--- src/rtl/wisc_pkg.sv ---
// Shared WISC definitions: opcodes, instruction field positions, opcode class
// decode and the operand sequencer state encoding.
package wisc_pkg;

  localparam logic [3:0] OP_ADD    = 4'h0;
  localparam logic [3:0] OP_PADDSB = 4'h1;
  localparam logic [3:0] OP_SUB    = 4'h2;
  localparam logic [3:0] OP_XOR    = 4'h3;
  localparam logic [3:0] OP_SLL    = 4'h4;
  localparam logic [3:0] OP_SRA    = 4'h5;
  localparam logic [3:0] OP_ROR    = 4'h6;
  localparam logic [3:0] OP_RED    = 4'h7;
  localparam logic [3:0] OP_LW     = 4'h8;
  localparam logic [3:0] OP_SW     = 4'h9;
  localparam logic [3:0] OP_LLB    = 4'hA;
  localparam logic [3:0] OP_LHB    = 4'hB;
  localparam logic [3:0] OP_B      = 4'hC;
  localparam logic [3:0] OP_BR     = 4'hD;
  localparam logic [3:0] OP_PCS    = 4'hE;
  localparam logic [3:0] OP_HLT    = 4'hF;

  localparam int OP_MSB  = 15;
  localparam int OP_LSB  = 12;
  localparam int RA_MSB  = 11;
  localparam int RA_LSB  = 8;
  localparam int RS_MSB  = 7;
  localparam int RS_LSB  = 4;
  localparam int RT_MSB  = 3;
  localparam int RT_LSB  = 0;
  localparam int IMM_MSB = 7;
  localparam int IMM_LSB = 0;

  typedef enum logic [1:0] {
    CLS_REG  = 2'd0,
    CLS_IMM  = 2'd1,
    CLS_CTRL = 2'd2
  } op_class_e;

  typedef enum logic [1:0] {
    ST_IDLE  = 2'd0,
    ST_RD_A  = 2'd1,
    ST_RD_B  = 2'd2,
    ST_ISSUE = 2'd3
  } state_e;

  function automatic op_class_e op_class(input logic [3:0] op);
    op_class_e cls;
    case (op[3:2])
      2'b00, 2'b01: cls = CLS_REG;
      2'b10:        cls = CLS_IMM;
      default:      cls = CLS_CTRL;
    endcase
    return cls;
  endfunction

endpackage

--- src/rtl/rd_lat_cnt.sv ---
// Read-latency counter shared by both operand reads: counts 0..RD_LAT while a
// read state is active and flags the cycle in which rf_rdata is valid.
module rd_lat_cnt #(
  parameter int RD_LAT = 1
) (
  input  logic clk,
  input  logic rst_n,
  input  logic start,
  input  logic run,
  output logic done
);

  localparam logic [1:0] LAST = 2'(RD_LAT);

  logic [1:0] cnt_q;
  logic [1:0] cnt_d;

  assign done = (cnt_q == LAST);

  // Next count: restart on a new read, wrap after the capture cycle.
  always_comb begin
    cnt_d = cnt_q;
    if (start) begin
      cnt_d = 2'd0;
    end else if (run) begin
      if (cnt_q == LAST) begin
        cnt_d = 2'd0;
      end else begin
        cnt_d = cnt_q + 2'd1;
      end
    end else begin
      cnt_d = 2'd0;
    end
  end

  // Counter register.
  always_ff @(posedge clk or negedge rst_n) begin
    if (!rst_n) begin
      cnt_q <= 2'd0;
    end else begin
      cnt_q <= cnt_d;
    end
  end

endmodule

--- src/rtl/operand_seq_ctrl.sv ---
// Operand-fetch sequencer for the WISC execute stage: serialises operand reads
// over the single RF read port and hands a valid/ready bundle to the ALU.
module operand_seq_ctrl
  import wisc_pkg::*;
#(
  parameter int DATA_W  = 16,
  parameter int RD_LAT  = 1,
  parameter bit ZERO_R0 = 1'b1
) (
  input  logic              clk,
  input  logic              rst_n,
  input  logic              instr_vld,
  input  logic [15:0]       instr,
  output logic              instr_rdy,
  output logic              rf_re,
  output logic [3:0]        rf_addr,
  input  logic [DATA_W-1:0] rf_rdata,
  output logic              alu_vld,
  input  logic              alu_rdy,
  output logic [3:0]        alu_op,
  output logic [DATA_W-1:0] src0,
  output logic [DATA_W-1:0] src1,
  output logic [7:0]        imm,
  output logic              src_sel,
  output logic              halted
);

  state_e              state_q, state_d;
  logic [3:0]          op_q, op_d;
  logic [3:0]          b_addr_q, b_addr_d;
  logic                need_b_q, need_b_d;
  logic [DATA_W-1:0]   src0_q, src0_d;
  logic [DATA_W-1:0]   src1_q, src1_d;
  logic [7:0]          imm_q, imm_d;
  logic                src_sel_q, src_sel_d;
  logic                alu_vld_q, alu_vld_d;
  logic                rf_re_q, rf_re_d;
  logic [3:0]          rf_addr_q, rf_addr_d;
  logic                instr_rdy_q, instr_rdy_d;
  logic                halted_q, halted_d;

  logic [3:0]          in_op, in_ra, in_rs, in_rt;
  op_class_e           in_cls;
  logic [3:0]          in_a_addr;
  logic                in_need_a, in_need_b;
  logic                cnt_start, cnt_run, cnt_done;

  assign in_op  = instr[OP_MSB:OP_LSB];
  assign in_ra  = instr[RA_MSB:RA_LSB];
  assign in_rs  = instr[RS_MSB:RS_LSB];
  assign in_rt  = instr[RT_MSB:RT_LSB];
  assign in_cls = op_class(in_op);

  assign cnt_run = (state_q == ST_RD_A) || (state_q == ST_RD_B);

  rd_lat_cnt #(.RD_LAT(RD_LAT)) u_rd_lat_cnt (
    .clk   (clk),
    .rst_n (rst_n),
    .start (cnt_start),
    .run   (cnt_run),
    .done  (cnt_done)
  );

  // Decode which operand reads the incoming instruction needs; R0 may be skipped.
  always_comb begin
    in_a_addr = 4'd0;
    in_need_a = 1'b0;
    in_need_b = 1'b0;
    case (in_cls)
      CLS_REG: begin
        in_a_addr = in_rs;
        in_need_a = !(ZERO_R0 && (in_rs == 4'd0));
        in_need_b = !(ZERO_R0 && (in_rt == 4'd0));
      end
      CLS_IMM: begin
        in_a_addr = in_ra;
        in_need_a = !(ZERO_R0 && (in_ra == 4'd0));
        in_need_b = 1'b0;
      end
      default: begin
        in_a_addr = 4'd0;
        in_need_a = 1'b0;
        in_need_b = 1'b0;
      end
    endcase
  end

  // Sequencer next state; rf_re/rf_addr are one-cycle pulses launched on entry to a read.
  always_comb begin
    state_d   = state_q;
    op_d      = op_q;
    b_addr_d  = b_addr_q;
    need_b_d  = need_b_q;
    src0_d    = src0_q;
    src1_d    = src1_q;
    imm_d     = imm_q;
    src_sel_d = src_sel_q;
    alu_vld_d = alu_vld_q;
    halted_d  = halted_q;
    rf_re_d   = 1'b0;
    rf_addr_d = 4'd0;
    cnt_start = 1'b0;
    case (state_q)
      ST_IDLE: begin
        if (instr_vld && instr_rdy_q) begin
          op_d      = in_op;
          imm_d     = instr[IMM_MSB:IMM_LSB];
          src_sel_d = (in_cls != CLS_IMM);
          src0_d    = '0;
          src1_d    = '0;
          need_b_d  = in_need_b;
          b_addr_d  = in_rt;
          cnt_start = 1'b1;
          if (in_need_a) begin
            state_d   = ST_RD_A;
            rf_re_d   = 1'b1;
            rf_addr_d = in_a_addr;
          end else if (in_need_b) begin
            state_d   = ST_RD_B;
            rf_re_d   = 1'b1;
            rf_addr_d = in_rt;
          end else begin
            state_d   = ST_ISSUE;
            alu_vld_d = 1'b1;
          end
        end else begin
          state_d = ST_IDLE;
        end
      end
      ST_RD_A: begin
        if (cnt_done) begin
          src0_d = rf_rdata;
          if (need_b_q) begin
            state_d   = ST_RD_B;
            rf_re_d   = 1'b1;
            rf_addr_d = b_addr_q;
            cnt_start = 1'b1;
          end else begin
            state_d   = ST_ISSUE;
            alu_vld_d = 1'b1;
          end
        end else begin
          state_d = ST_RD_A;
        end
      end
      ST_RD_B: begin
        if (cnt_done) begin
          src1_d    = rf_rdata;
          state_d   = ST_ISSUE;
          alu_vld_d = 1'b1;
        end else begin
          state_d = ST_RD_B;
        end
      end
      ST_ISSUE: begin
        if (alu_rdy) begin
          state_d   = ST_IDLE;
          alu_vld_d = 1'b0;
          if (op_q == OP_HLT) begin
            halted_d = 1'b1;
          end else begin
            halted_d = halted_q;
          end
        end else begin
          state_d = ST_ISSUE;
        end
      end
      default: begin
        state_d   = ST_IDLE;
        alu_vld_d = 1'b0;
      end
    endcase
    instr_rdy_d = (state_d == ST_IDLE) && !halted_d;
  end

  // Single state/output register bank.
  always_ff @(posedge clk or negedge rst_n) begin
    if (!rst_n) begin
      state_q     <= ST_IDLE;
      op_q        <= 4'd0;
      b_addr_q    <= 4'd0;
      need_b_q    <= 1'b0;
      src0_q      <= '0;
      src1_q      <= '0;
      imm_q       <= 8'd0;
      src_sel_q   <= 1'b0;
      alu_vld_q   <= 1'b0;
      rf_re_q     <= 1'b0;
      rf_addr_q   <= 4'd0;
      instr_rdy_q <= 1'b1;
      halted_q    <= 1'b0;
    end else begin
      state_q     <= state_d;
      op_q        <= op_d;
      b_addr_q    <= b_addr_d;
      need_b_q    <= need_b_d;
      src0_q      <= src0_d;
      src1_q      <= src1_d;
      imm_q       <= imm_d;
      src_sel_q   <= src_sel_d;
      alu_vld_q   <= alu_vld_d;
      rf_re_q     <= rf_re_d;
      rf_addr_q   <= rf_addr_d;
      instr_rdy_q <= instr_rdy_d;
      halted_q    <= halted_d;
    end
  end

  assign instr_rdy = instr_rdy_q;
  assign rf_re     = rf_re_q;
  assign rf_addr   = rf_addr_q;
  assign alu_vld   = alu_vld_q;
  assign alu_op    = op_q;
  assign src0      = src0_q;
  assign src1      = src1_q;
  assign imm       = imm_q;
  assign src_sel   = src_sel_q;
  assign halted    = halted_q;

endmodule

--- config.mk ---
export PLATFORM = sky130hd
export DESIGN_NAME = operand_seq_ctrl
export DESIGN_NICKNAME = d
export VERILOG_FILES = /design/src/rtl/wisc_pkg.sv /design/src/rtl/rd_lat_cnt.sv /design/src/rtl/operand_seq_ctrl.sv
export SDC_FILE = /design/constraint.sdc
export NUM_CORES = 1
export LEC_CHECK = 0
export ABC_AREA = 1
export BUFFER_PORTS_ARGS = -buffer_cell sky130_fd_sc_hd__clkbuf_2
export CORE_MARGIN = 2
export CORE_UTILIZATION = 50
export CTS_CLUSTER_DIAMETER = 50
export DETAILED_ROUTE_END_ITERATION = 10
export PLACE_DENSITY = 0.79
export SYNTH_ARGS = -nofsm -noshare
export SYNTH_HDL_FRONTEND = slang
export SYNTH_SLANG_ARGS = --single-unit
--- constraint.sdc ---
create_clock -name clk -period 1.75 [get_ports clk]
set_clock_uncertainty 0.15 [all_clocks]
set_input_delay 0.175 -clock clk [delete_from_list [all_inputs] [get_ports clk]]
set_output_delay 0.175 -clock clk [all_outputs]
set_load 0.05 [all_outputs]
Yosys cells after proc, flatten, opt, wreduce, memory -nomap -nowiden
Index checks and enable logic that the tools add are counted.

Mux-type cells: 44. Add/sub/neg operators: 1. Eq/ne operators: 16. Reduce and logical (&&, ||, !) cells: 21.

Operators by type and width (number): case mux 16 bit (2 select lines) (2); 2-to-1 mux 16 bit (2); 2-to-1 mux 1 bit (20); 2-to-1 mux 4 bit (5); case mux 4 bit (2 select lines) (2); 2-to-1 mux 2 bit (7); inequality test 2 bit, second input constant (7); zero test 4 bit (3); equality test 2 x 1 -> 1 bit, second input constant (4); zero test 2 bit (4); case mux 2 bit (4 select lines) (1); AND reduction 7 bit (1); equality test 2 bit, second input constant (3); case mux 1 bit (2 select lines) (3); AND reduction 3 bit (2); equality test 4 bit, second input constant (1); zero test 1 bit (4); case mux 1 bit (4 select lines) (1); case mux 2 bit (2 select lines) (1); nonzero test 2 bit (2); adder 2 x 1 -> 2 bit, second input constant (1); logical AND 1 bit (2); inequality test 2 x 1 -> 1 bit, second input constant (1); AND reduction 2 bit (1); other kinds (2) (2).

Output and inout port bits: 53. Register bits after elaboration: 62. Logic and storage cells: 96. Bits of input ports: 36.

Depth between registers and ports, before layout
Depth in word-level cells: 11. Gate-level depth with buffers: 10.

Modules after synthesis
From an unflattened synthesis, not the netlist that was laid out.

Cell total of the unflattened synthesis: 311. Area total of the unflattened synthesis: 2628.8 um^2.

Modules (own cells, without submodules): operand_seq_ctrl (instances 1, cells each 303, sequential area each 1402.6 um^2, area an instance 2544.9 um^2); rd_lat_cnt (instances 1, cells each 8, sequential area each 50.0 um^2, area an instance 83.8 um^2).

Least setup slack after synthesis
Ideal clock, no wire load.

Kind: reg2reg. Start point: register instr_rdy_q, in the netlist instr_rdy. End point: register src0_q[10], in the netlist src0[10]. Required time: 1481 ps. Path slack: 66 ps. Library setup time: 119 ps. Buffers on the path: 1. Data arrival time: 1415 ps. Stages on the path, launching flop included: 7. Clock period less this slack: 1684 ps. Cells stage by stage: dfstp_2 > nand2_1 > nand2_4 > nand2_2 > a21oi_4 > buf_6 > o21ai_2.

Word-level cells in the longest chain between the ends: 3.

Ends and longest elaborated chain: start: declaration (RTL line operand_seq_ctrl.sv:39) `logic instr_rdy_q, instr_rdy_d;`; start signal: assignment (RTL line operand_seq_ctrl.sv:204) `instr_rdy_q <= instr_rdy_d;`; logical AND 1 bit (RTL line operand_seq_ctrl.sv:105) `if (instr_vld && instr_rdy_q) begin`; inequality test 2 bit (no line); AND reduction 3 bit (no line); end signal: assignment (RTL line operand_seq_ctrl.sv:197) `src0_q <= src0_d;`; end: declaration (RTL line operand_seq_ctrl.sv:32) `logic [DATA_W-1:0] src0_q, src0_d;`.

No other way between the ends. A chain may end at the register's enable or synchronous reset.

Final worst setup path
Start point: register state_q[0]. End point: register src0_q[2], in the netlist src0[2].

Word-level cells in the longest chain between the ends: 3. Elaborated cells between the ends (all ways): 7.

Ends and longest elaborated chain: start: declaration (RTL line operand_seq_ctrl.sv:28) `state_e state_q, state_d;`; start signal: assignment (RTL line operand_seq_ctrl.sv:193) `state_q <= state_d;`; equality test 2 x 1 -> 1 bit / zero test 2 bit (equally long branches) (RTL line operand_seq_ctrl.sv:103) `case (state_q)`; inequality test 2 bit (no line) / nonzero test 2 bit (equally long branches); AND reduction 3 bit (no line).

Several ways; a longest one is shown, not always the timed one.

==> results.md <==
- The run finished with clean final reports.
- The sequential power share is 28.7%.
- Compared with the post-synthesis result, the final layout area differs by 40.82%.
- The required time at the worst-slack endpoint is 1.80 ns.
- The final layout contains routed wiring with a total length of 6919 um.
- The global placer's final weighted congestion is 0.8966.
- At the end of the flow, the number of nets in the layout was 478.
- The final number of hold-violating endpoints is 0.
- The path class of the tightest hold or removal check is in -> reg.
- The number of global-route vias before repair is 2553.
- The share of synthesized cell area in full adder, half adder and majority cells is 1.888%.
- The fraction of layout cells with a size suffix above 1 is 29.64%.
- The share of synthesized area occupied by flip-flops and latches is 54.79%.
- Global routing consumed, over all layers together, 25.09% of the routing resources.
- The proportion of synthesized area in mux cells is 0%.
- In the layout the commonest cells are 101 x sky130_fd_sc_hd__nand2_1, 88 x sky130_fd_sc_hd__clkbuf_2, 57 x sky130_fd_sc_hd__dfrtp_1, 35 x sky130_fd_sc_hd__inv_1.
- After detailed routing, the number of vias per cell comes to 4.928.
- The first detailed-routing pass ran for 4 iterations.
- The fmax is 603.9 MHz.
- The floorplan step defined a core boundary enclosing 0.005107 mm2.
- The initial antenna violation count is 0.
- The number of synthesized flops with an enable pin is 0.
- VDD sags by at most 0.001218 V.
- The post-CTS clock slew at the launch and capture registers of the worst setup and hold paths is 0.06 ns.
- Averaged over all synthesized cells, the footprint is 8.580 um2.
- The placed wire-length estimate after detailed placement is 4679 um.
- The maximum net fanout on the critical path is 16.
- The buffer count from post-CTS setup fixing is 0.
- The final-layout setup total negative slack is 0 ns.
- The worst relative slew slack is 68.33%.
- The number of max-slew violations in the final report is 0.
- The number of setup violations in the final report is 0.
- The vertical extent of the die is 76.82 um.
- The TritonCTS buffer count is 9.
- The share of the synthesized netlist area taken by xor and xnor gates is 0%.
- The floorplan step defined a die boundary enclosing 0.005901 mm2.
- The tree is rooted in a sky130_fd_sc_hd__clkbuf_8.
- The endpoint class of the critical path is a flip-flop.
- After the first detailed-routing iteration, the DRC count stood at 116.
- The number of diodes is 0.
- The static power due to leakage is 0.001992 uW.
- The total instance count after detailed placement is 466.
- The I/O pin total is 89.
- The effective utilization at floorplan is 51.91%.
- Summed over all layers, the global routing overflow is 0.
- The part of the power in the clock network is 16.7%.
- Net switching is 51.36% of the power.
- After floorplanning, the core was divided into 26 placement rows.
- After synthesis, the share of flip-flops with an asynchronous set or reset is 100.0%.
- The TritonCTS sink count is 58.
- The worst setup path is of the reg -> reg kind.
- After layout, the worst path uses 94.62% of the clock period.
- Summing every instance area after synthesis gives 0.002651 mm2.
- The total number of vias is 2523.
- The library cell used most frequently in the layout, excluding fill and tap cells, is sky130_fd_sc_hd__nand2_1.
- The simple logic cell fraction of the synthesized area is 23.97%.
- TritonCTS built the clock tree.
- Dividing the detail-routed wire length by the instance count gives 13.51 um.
- The depth of the CTS H-tree is 3.
- The internal portion of the total power is 3686 uW.
- The data arrival time of the critical path is 1.71 ns.
- The synthesis warning total is 0.
- Summing the areas of all compound-gate instances in the mapped netlist gives 11.37% of the synthesized area.
- Cells fill 73.10% of the core in the end.
- The count of antenna-violating nets left after detailed routing is 0.
- Input and output buffers added on the ports amount to 88.
- The maximum buffer depth of the clock tree is 2.
- Among all flip-flop cells after synthesis, the most frequent one is sky130_fd_sc_hd__dfrtp_1.
- The post-synthesis sequential element count is 58.
- The net count after synthesis is 349.
- In this run the power spent charging and discharging nets is 3892 uW.
- After synthesis, the largest family of logic cells by area is simple AND/OR/NAND/NOR gates.
- The floorplan step set the die width to 76.82 um.
- The finished layout holds 512 standard cells, fillers aside.
- The largest net degree at the start of global routing is 33.
- After technology mapping, the gate count stands at 309.
- The cell area power density is 2030 mW/mm2.
- The logic gate share of total power is 54.6%.
- The worst setup path is launched from a flip-flop.
- The number of distinct library cells after synthesis is 23.
- Setup repair after global routing left no endpoint under its margin.
- The wire length of the first global-routing pass is 11730 um.
- The tool flagged a number of max-cap violations equal to 0.
- The number of DRC violations after detailed routing is 0.
- The pin slew with the least headroom to its limit is 0.4750 ns.
- The routed design could run at a clock period as short as 1.656 ns.
- The insertion delay of the later-clocked pin in the worst-skew pair is 0.32 ns.
- Summing internal, switching and leakage power gives 7578 uW.
-- flip-flops by register name (all words and copies together) (netlist names) --
signal,cells
alu_op,4
alu_vld,1
b_addr_q,3
halted,1
imm,5
instr_rdy,1
need_b_q,1
rf_addr,4
rf_re,1
src0,16
src1,16
src_sel,1
state_q,2
u_rd_lat_cnt.cnt_q,2
-- layout make-up --
class	count	area (um2)
flip-flops and latches	58	1453
multi-input cells	204	987.2
clock inverters	2	35.03
repair buffers	130	870.8
fillers	371	1374
clock buffers	13	168.9
well taps	70	87.58
inverters	35	131.4
-- power groups by stage --
stage | logic, uW | clock network (uW) | registers (uW)
global placement | 4000 | 0 | 2160
floorplan | 1410 | 0 | 3780
CTS | 4130 | 1290 | 2170
detailed placement | 4050 | 0 | 2190
global route | 4430 | 1360 | 2230
finish | 4140 | 1270 | 2180
-- per-layer routing --
layer / share of wire, % / global-route usage [%] / vias up
met2: 50 / 43.51 / 117
met5: 0 / 0 / -
met1: 42 / 31.03 / 1157
met4: 1.2 / 7.455 / 0
met3: 6.2 / 6.118 / 12
li1: - / - / 1237
-- critical path, cell delays in order (launching register included) --
cell and delay [ns]:
sky130_fd_sc_hd__dfrtp_1 0.38, sky130_fd_sc_hd__inv_1 0.08, sky130_fd_sc_hd__ha_1 0.21, sky130_fd_sc_hd__buf_4 0.17
sky130_fd_sc_hd__nand2_4 0.09, sky130_fd_sc_hd__nand2_2 0.08, sky130_fd_sc_hd__a21oi_4 0.14, sky130_fd_sc_hd__buf_12 0.17
sky130_fd_sc_hd__o21ai_0 0.08
-- stage by stage --
stage                     instance area (um2)  hold WS, ns  setup slack (ns)
after global placement                   3219    -0.004462            0.1820
after global routing                     3734      0.07722          0.005714
after detailed placement                 3219     0.001070           0.08656
after CTS                                3734      0.03486           0.08452
final                                    3734      0.06032           0.09419
after floorplan                          2651      -0.2706           0.06646
-- path summary, 6_finish.rpt --
path	startpoint	end	slack, ns	depth (start not counted)
min	instr_vld	rf_re	0.06	3
max in group asynchronous	rst_n	alu_vld	0.63	3
min in group asynchronous	rst_n	imm[4]	0.19	2
max	state_q[0]	src0[2]	0.09	8
max reg2reg	state_q[0]	src0[2]	0.09	8
min reg2reg	halted	halted	0.33	2
-- cell families after synthesis --
logic type | count (synthesis)
flops | 58
simple gates | 153
compound gates | 47
buf+inv | 47
fa+ha+maj | 4
-- synth_stat cells (2+ instances only) --
cell type	instances	share of area [%]
sky130_fd_sc_hd__buf_2	6	1.1
sky130_fd_sc_hd__nor2_1	16	2.3
sky130_fd_sc_hd__o21ai_2	10	3.3
sky130_fd_sc_hd__nand2_1	101	14
sky130_fd_sc_hd__ha_1	4	1.9
sky130_fd_sc_hd__dfrtp_1	57	54
sky130_fd_sc_hd__o21ai_0	30	5.7
sky130_fd_sc_hd__inv_1	35	5.0
sky130_fd_sc_hd__nand3_1	31	5.9
sky130_fd_sc_hd__a22oi_1	3	0.85
sky130_fd_sc_hd__nand2_2	2	0.47
sky130_fd_sc_hd__buf_6	3	1.3
-- repair_timing --
action	CTS	global route
endpoints found under the setup margin	0	2
resized for setup	0	2
hold buffers	31	0
hold endpoints to repair	74	0
(Power assumes the default switching activity.)
